[src/rtl/iir_pkg.sv]
// Shared widths, output limits and the result-stage record for the decimating IIR output block.
package iir_pkg;
  localparam int SAMPLE_W = 16;
  localparam int OUT_W    = 8;
  localparam int OUT_MAX  = 127;
  localparam int OUT_MIN  = -128;

  typedef struct packed {
    logic                    valid;
    logic                    sat;
    logic signed [OUT_W-1:0] data;
  } result_t;
endpackage

[src/rtl/iir_fifo.sv]
// Synchronous FIFO with occupancy output; a push into a full FIFO is accepted only alongside a pop.
module iir_fifo #(
  parameter int W     = 8,
  parameter int DEPTH = 4,
  parameter int LW    = $clog2(DEPTH) + 1
) (
  input  logic         clk,
  input  logic         rst_n,
  input  logic         push,
  input  logic [W-1:0] push_data,
  input  logic         ready,
  output logic [W-1:0] head,
  output logic         valid,
  output logic [LW-1:0] level,
  output logic         dropped
);
  localparam int AW = $clog2(DEPTH);

  // Handshake: a pop happens on an edge where valid=1 and ready=1; ready is ignored while empty.
  logic [W-1:0]  mem [DEPTH];
  logic [AW-1:0] wr_ptr;
  logic [AW-1:0] rd_ptr;
  logic          pop;
  logic          full;
  logic          accept;

  assign valid   = (level != '0);
  assign full    = (level == LW'(DEPTH));
  assign pop     = ready && valid;
  assign accept  = push && (!full || pop);
  assign dropped = push && !accept;
  assign head    = valid ? mem[rd_ptr] : '0;

  always_ff @(posedge clk) begin
    if (accept) mem[wr_ptr] <= push_data;
  end

  always_ff @(posedge clk or negedge rst_n) begin
    if (!rst_n) begin
      wr_ptr <= '0;
      rd_ptr <= '0;
      level  <= '0;
    end else begin
      if (accept) wr_ptr <= wr_ptr + 1'b1;
      if (pop)    rd_ptr <= rd_ptr + 1'b1;
      case ({accept, pop})
        2'b10:   level <= level + 1'b1;
        2'b01:   level <= level - 1'b1;
        default: level <= level;
      endcase
    end
  end
endmodule

[src/rtl/iir_decim_out.sv]
// Block-averaging decimator: sums 2^DEC_LOG2 samples, rounds, saturates to 8 bits and queues results.
module iir_decim_out
  import iir_pkg::*;
#(
  parameter int DEC_LOG2   = 2,
  parameter int FIFO_DEPTH = 4
) (
  input  logic                            clk,
  input  logic                            rst_n,
  input  logic signed [SAMPLE_W-1:0]      data_in,
  input  logic                            in_en,
  output logic signed [OUT_W-1:0]         out_data,
  output logic                            out_valid,
  input  logic                            out_ready,
  output logic [$clog2(FIFO_DEPTH):0]     fifo_level,
  output logic                            sat,
  output logic                            overflow
);
  localparam int AW = SAMPLE_W + DEC_LOG2;
  localparam int LW = $clog2(FIFO_DEPTH) + 1;

  logic signed [AW-1:0]   acc;
  logic signed [AW-1:0]   sum;
  logic signed [AW:0]     rnd;
  logic signed [AW:0]     avg;
  logic [DEC_LOG2-1:0]    cnt;
  logic                   last;
  result_t                res;
  result_t                res_next;
  logic [OUT_W-1:0]       fifo_head;
  logic                   dropped;

  assign last = &cnt;
  assign sum  = acc + {{DEC_LOG2{data_in[SAMPLE_W-1]}}, data_in};
  // One spare bit keeps the rounding bias from wrapping a full-scale positive sum.
  assign rnd  = {sum[AW-1], sum} + (AW+1)'(2 ** (DEC_LOG2 - 1));
  assign avg  = rnd >>> DEC_LOG2;

  always_comb begin
    res_next       = '0;
    res_next.valid = in_en && last;
    if (avg > OUT_MAX) begin
      res_next.data = OUT_W'(OUT_MAX);
      res_next.sat  = 1'b1;
    end else if (avg < OUT_MIN) begin
      res_next.data = OUT_W'(OUT_MIN);
      res_next.sat  = 1'b1;
    end else begin
      res_next.data = avg[OUT_W-1:0];
    end
  end

  always_ff @(posedge clk or negedge rst_n) begin
    if (!rst_n) begin
      acc      <= '0;
      cnt      <= '0;
      res      <= '0;
      sat      <= 1'b0;
      overflow <= 1'b0;
    end else begin
      if (in_en) begin
        cnt <= cnt + 1'b1;
        acc <= last ? '0 : sum;
      end
      res      <= res_next;
      sat      <= res.valid && res.sat;
      overflow <= overflow || dropped;
    end
  end

  iir_fifo #(
    .W     (OUT_W),
    .DEPTH (FIFO_DEPTH),
    .LW    (LW)
  ) u_fifo (
    .clk       (clk),
    .rst_n     (rst_n),
    .push      (res.valid),
    .push_data (res.data),
    .ready     (out_ready),
    .head      (fifo_head),
    .valid     (out_valid),
    .level     (fifo_level),
    .dropped   (dropped)
  );

  assign out_data = fifo_head;
endmodule

[config.mk]
export PLATFORM = sky130hd
export DESIGN_NAME = iir_decim_out
export DESIGN_NICKNAME = d
export VERILOG_FILES = /design/src/rtl/iir_pkg.sv /design/src/rtl/iir_fifo.sv /design/src/rtl/iir_decim_out.sv
export SDC_FILE = /design/constraint.sdc
export NUM_CORES = 1
export LEC_CHECK = 0
export ABC_AREA = 1
export ABC_CLOCK_PERIOD_IN_PS = 3500
export BUFFER_PORTS_ARGS = -buffer_cell sky130_fd_sc_hd__buf_2
export CORE_ASPECT_RATIO = 1.25
export CORE_MARGIN = 4
export CORE_UTILIZATION = 35
export CTS_CLUSTER_SIZE = 28
export DETAILED_ROUTE_END_ITERATION = 6
export GPL_TIMING_DRIVEN = 0
export HOLD_SLACK_MARGIN = 0.15
export PLACE_DENSITY = 0.6
export SLEW_MARGIN = 20
export SYNTH_ARGS = -nofsm -noshare
export SYNTH_HDL_FRONTEND = slang
export SYNTH_SLANG_ARGS = --single-unit
[constraint.sdc]
create_clock -name clk -period 3.5 [get_ports clk]
set_input_delay 0.175 -clock clk [delete_from_list [all_inputs] [get_ports clk]]
set_output_delay 0.175 -clock clk [all_outputs]
set_load 0.005 [all_outputs]
==> results.yml <==
run_status:
  status: "completed"
timing:
  fin_tns_setup_ns: 0
  relSlewSlack: 0.3686
  skew_ns: 0.007151
  holdWs_ns: 0.1554
  finalSetupViolations: 0
  max_freq_mhz: 335.4
  final.min_clock_period_ns: 2.981
  rsz0062_at_grt: "false"
  finalCritPeriodShare: 0.8518
  worst_pin_slew_ns: 0.9471
  hold_viol_final: 0
  slew_viol_final: 0
layout:
  fin_nets: 707
  mostFrequentLayoutCells: "nand2_1 (166), inv_1 (96), nor2_1 (73), nand3_1 (49), dfrtp_1 (39)"
  fin_cells: 834
  layout-drive-gt1-share: 0.1381
  mostFrequentLayoutCell: "nand2_1"
  finish.utilization: 0.4138
  synthToLayoutAreaGrowth_pct: 14.64
  num_antenna_cells: 0
die:
  die_w_um: 110.9
  fp.dieH_um: 136.6
  start_util: 0.3610
  core_sq_mm: 0.01283
  io_pins: 34
  dieArea_sq_mm: 0.01515
  num_rows: 46
critical_path:
  r2r_start: "acc[0]$_DFFE_PN0P_"
  worstPathRequired_ns: 3.72
  reg2reg_depth: 20
  critPathCaptureType: "flip-flop"
  crit_path_frequent_cell: "nand2_1"
  worstPathArrival_ns: 3.20
  rr_endpoint: "res[8]$_DFF_PN0_"
  worstSetupEndpoint: "res[8]$_DFF_PN0_"
  crit_type: "reg2reg"
  crit_fanout: 8
  critPathLaunch: "acc[0]$_DFFE_PN0P_"
  cp_cell_sequence: "ha_1 > inv_1 > fa_1 > nand2_1 > nand2_1 > inv_1 > ha_1 > nand3_1 > nor2_4 > nand3_4 > nor2_4 > nand2_2 > nor2_4 > nand3_1 > nor2_1 > nand2_1 > nand2_1 > nand3_2 > nand2_4 > nand2_1"
  start_kind: "flip-flop"
  critPathMaxStageDelay_ns: 0.40
  rrSetupSlack_ns: 0.52
  critPathSlowestCell: "fa_1"
routing:
  ant_nets: 0
  wl_met1_mm: 4.542
  dr_wl_met2_mm: 5.707
  wl_met3_um: 321
  dr.pass1.iters: 4
  drcViolationCount: 0
  drt_iter0_drc: 162
  vias_per_cell: 4.740
  wire_per_inst_um: 13.01
  routed_wl_mm: 10.85
  num_vias: 3953
  highest_layer: "met4"
clocking:
  worstSkewPairLatency_ns: 0.33
  clockBufferDepth: 2
  h-tree-depth: 3
  cts.sinks: 71
  post-cts-setup-buffers: 0
  cts_inserted_buffers: 9
  cts_tree: "done"
  clkTransAtPathRegs_ns: 0.06
  cts_root_buf: "clkbuf_16"
logic_synthesis:
  synthMuxAreaShare: 0.002430
  synth_area_sq_mm: 0.004633
  synth_adder_area_share: 0.07345
  synth_compound_gate_area_share: 0.06940
  synth_top_family_by_area: "simple AND/OR/NAND/NOR gates"
  synth.avg_cell_area_sq_um: 7.509
  syn-num-nets: 663
  ys_types: 29
  yosys.area_share.simple: 0.3184
  synth_xor_area_frac: 0.02268
  ys.warnings.count: 0
  ys_seq_area_frac: 0.4180
  ys_ff_latch: 71
  syn_inst: 617
place:
  dpl.hpwl_mm: 8.339
  io_buffers: 32
  gp_congestion: 0.8347
  dp_cells: 817
global_routing:
  grt_pass1_wl_mm: 18.17
  grt_usage: 0.1496
  grt_pass1_vias: 3971
  grt_max_degree: 40
  antenna_found_initial: 0
  overflow: 0
flow_run:
  maxCapViolCount: 0
power_and_ir_drop:
  vdd_drop_max_uv: 309.3
  p_per_area_mw_per_mm2: 964.1
  p_leak_nw: 2.629
hold_path:
  hold_path_depth: 4
  hold_path_class: "in2reg"
## registers in the layout, indices dropped and copies added, names as in the netlist
register	count
acc	18
cnt	2
overflow	1
res	10
sat	1
u_fifo.level	3
u_fifo.mem	32
u_fifo.rd_ptr	2
u_fifo.wr_ptr	2
## synth_stat cells
| cell type | count | area [sq um] |
|---|---|---|
| nor2_2 | 4 | 25.02 |
| mux2_2 | 1 | 11.26 |
| nor3_1 | 2 | 10.01 |
| o21ai_0 | 24 | 120.1 |
| dfrtp_1 | 39 | 975.9 |
| nand3_2 | 8 | 80.08 |
| nand4_1 | 6 | 37.54 |
| nand2_1 | 166 | 623.1 |
| inv_2 | 12 | 45.04 |
| nand2_4 | 2 | 22.52 |
| clkbuf_1 | 8 | 30.03 |
| nand2_2 | 12 | 75.07 |
| o21bai_1 | 1 | 7.510 |
| xnor2_1 | 4 | 35.03 |
| a21oi_2 | 1 | 8.760 |
| nor2_4 | 4 | 45.04 |
| and2_1 | 2 | 12.51 |
| nand3b_1 | 1 | 7.510 |
| nand3_4 | 1 | 17.52 |
| clkinv_1 | 2 | 7.510 |
| inv_1 | 96 | 360.4 |
| ha_1 | 24 | 300.3 |
| nor2_1 | 73 | 274.0 |
| nand3_1 | 49 | 245.2 |
| o22ai_1 | 16 | 100.1 |
| xor2_1 | 8 | 70.07 |
| edfxtp_1 | 32 | 960.9 |
| fa_1 | 2 | 40.04 |
| a21oi_1 | 17 | 85.08 |
## per-layer routing
layer | GRT usage | vias up
met4 | 0.06434 | 0
met2 | 0.2878 | 65
met3 | 0.02698 | 20
met1 | 0.1598 | 1809
met5 | 0 | -
li1 | - | 2059
## where the power goes
group / leakage [nW] / internal, mW / switching, mW
registers: 0.755 / 1.19 / 0.153
clock network: 0.143 / 0.555 / 0.356
logic: 1.73 / 0.962 / 1.91
## cell type report
type | count | area, sq um
clock inverters | 6 | 68.82
flip-flops and latches | 71 | 1937
plain buffers | 8 | 30.03
repair buffers | 33 | 170.2
multi-input cells | 428 | 2253
fillers | 1286 | 7523
inverters | 110 | 412.9
well taps | 168 | 210.2
clock buffers | 10 | 229.0
## metrics by stage
stage          setup slack [ns]  total power [mW]  area (sq um)
2_1_floorplan            0.9250             3.504          4633
3_3_place_gp             0.5757             4.145          5004
3_5_place_dp             0.5158             4.228          5004
4_1_cts                  0.4904             5.167          5311
5_1_grt                  0.1497             5.650          5311
6_report                 0.5189             5.121          5311
## cell families (layout without fill, tap and decap cells)
family                     count (synthesis)  count (layout)
and+or+nand+nor                          330             330
buffers and inverters                    118             167
DFF                                       71              71
AOI/OAI and AO/OA                         59              59
adders and majority gates                 26              26
xor gates and xnor gates                  12              12
muxes                                      1               1
## worst max-delay path, delay by kind of cell, from the launching register on
family | cells | cell delay [ns]
AND/OR/NAND/NOR | 15 | 1.50
adder cells (fa/ha/maj) | 3 | 0.83
flip-flops | 1 | 0.35
buffers and inverters | 2 | 0.15
## timing repair
item	in CTS	in global routing
gates resized for setup	0	0
hold buffers	1	0
endpoints found under the hold margin	39	0
## worst min-delay path by stage
stage | start | endpoint | slack, ns
final | out_ready | overflow$_DFF_PN0_ | 0.16
after global routing | out_ready | overflow$_DFF_PN0_ | 0.19
after CTS | out_ready | overflow$_DFF_PN0_ | 0.15
after detailed placement | rst_n | acc[17]$_DFFE_PN0P_ | 0.40
after global placement | rst_n | acc[16]$_DFFE_PN0P_ | 0.38
after floorplan | rst_n | acc[0]$_DFFE_PN0P_ | -0.12
(Power assumes the default switching activity.)
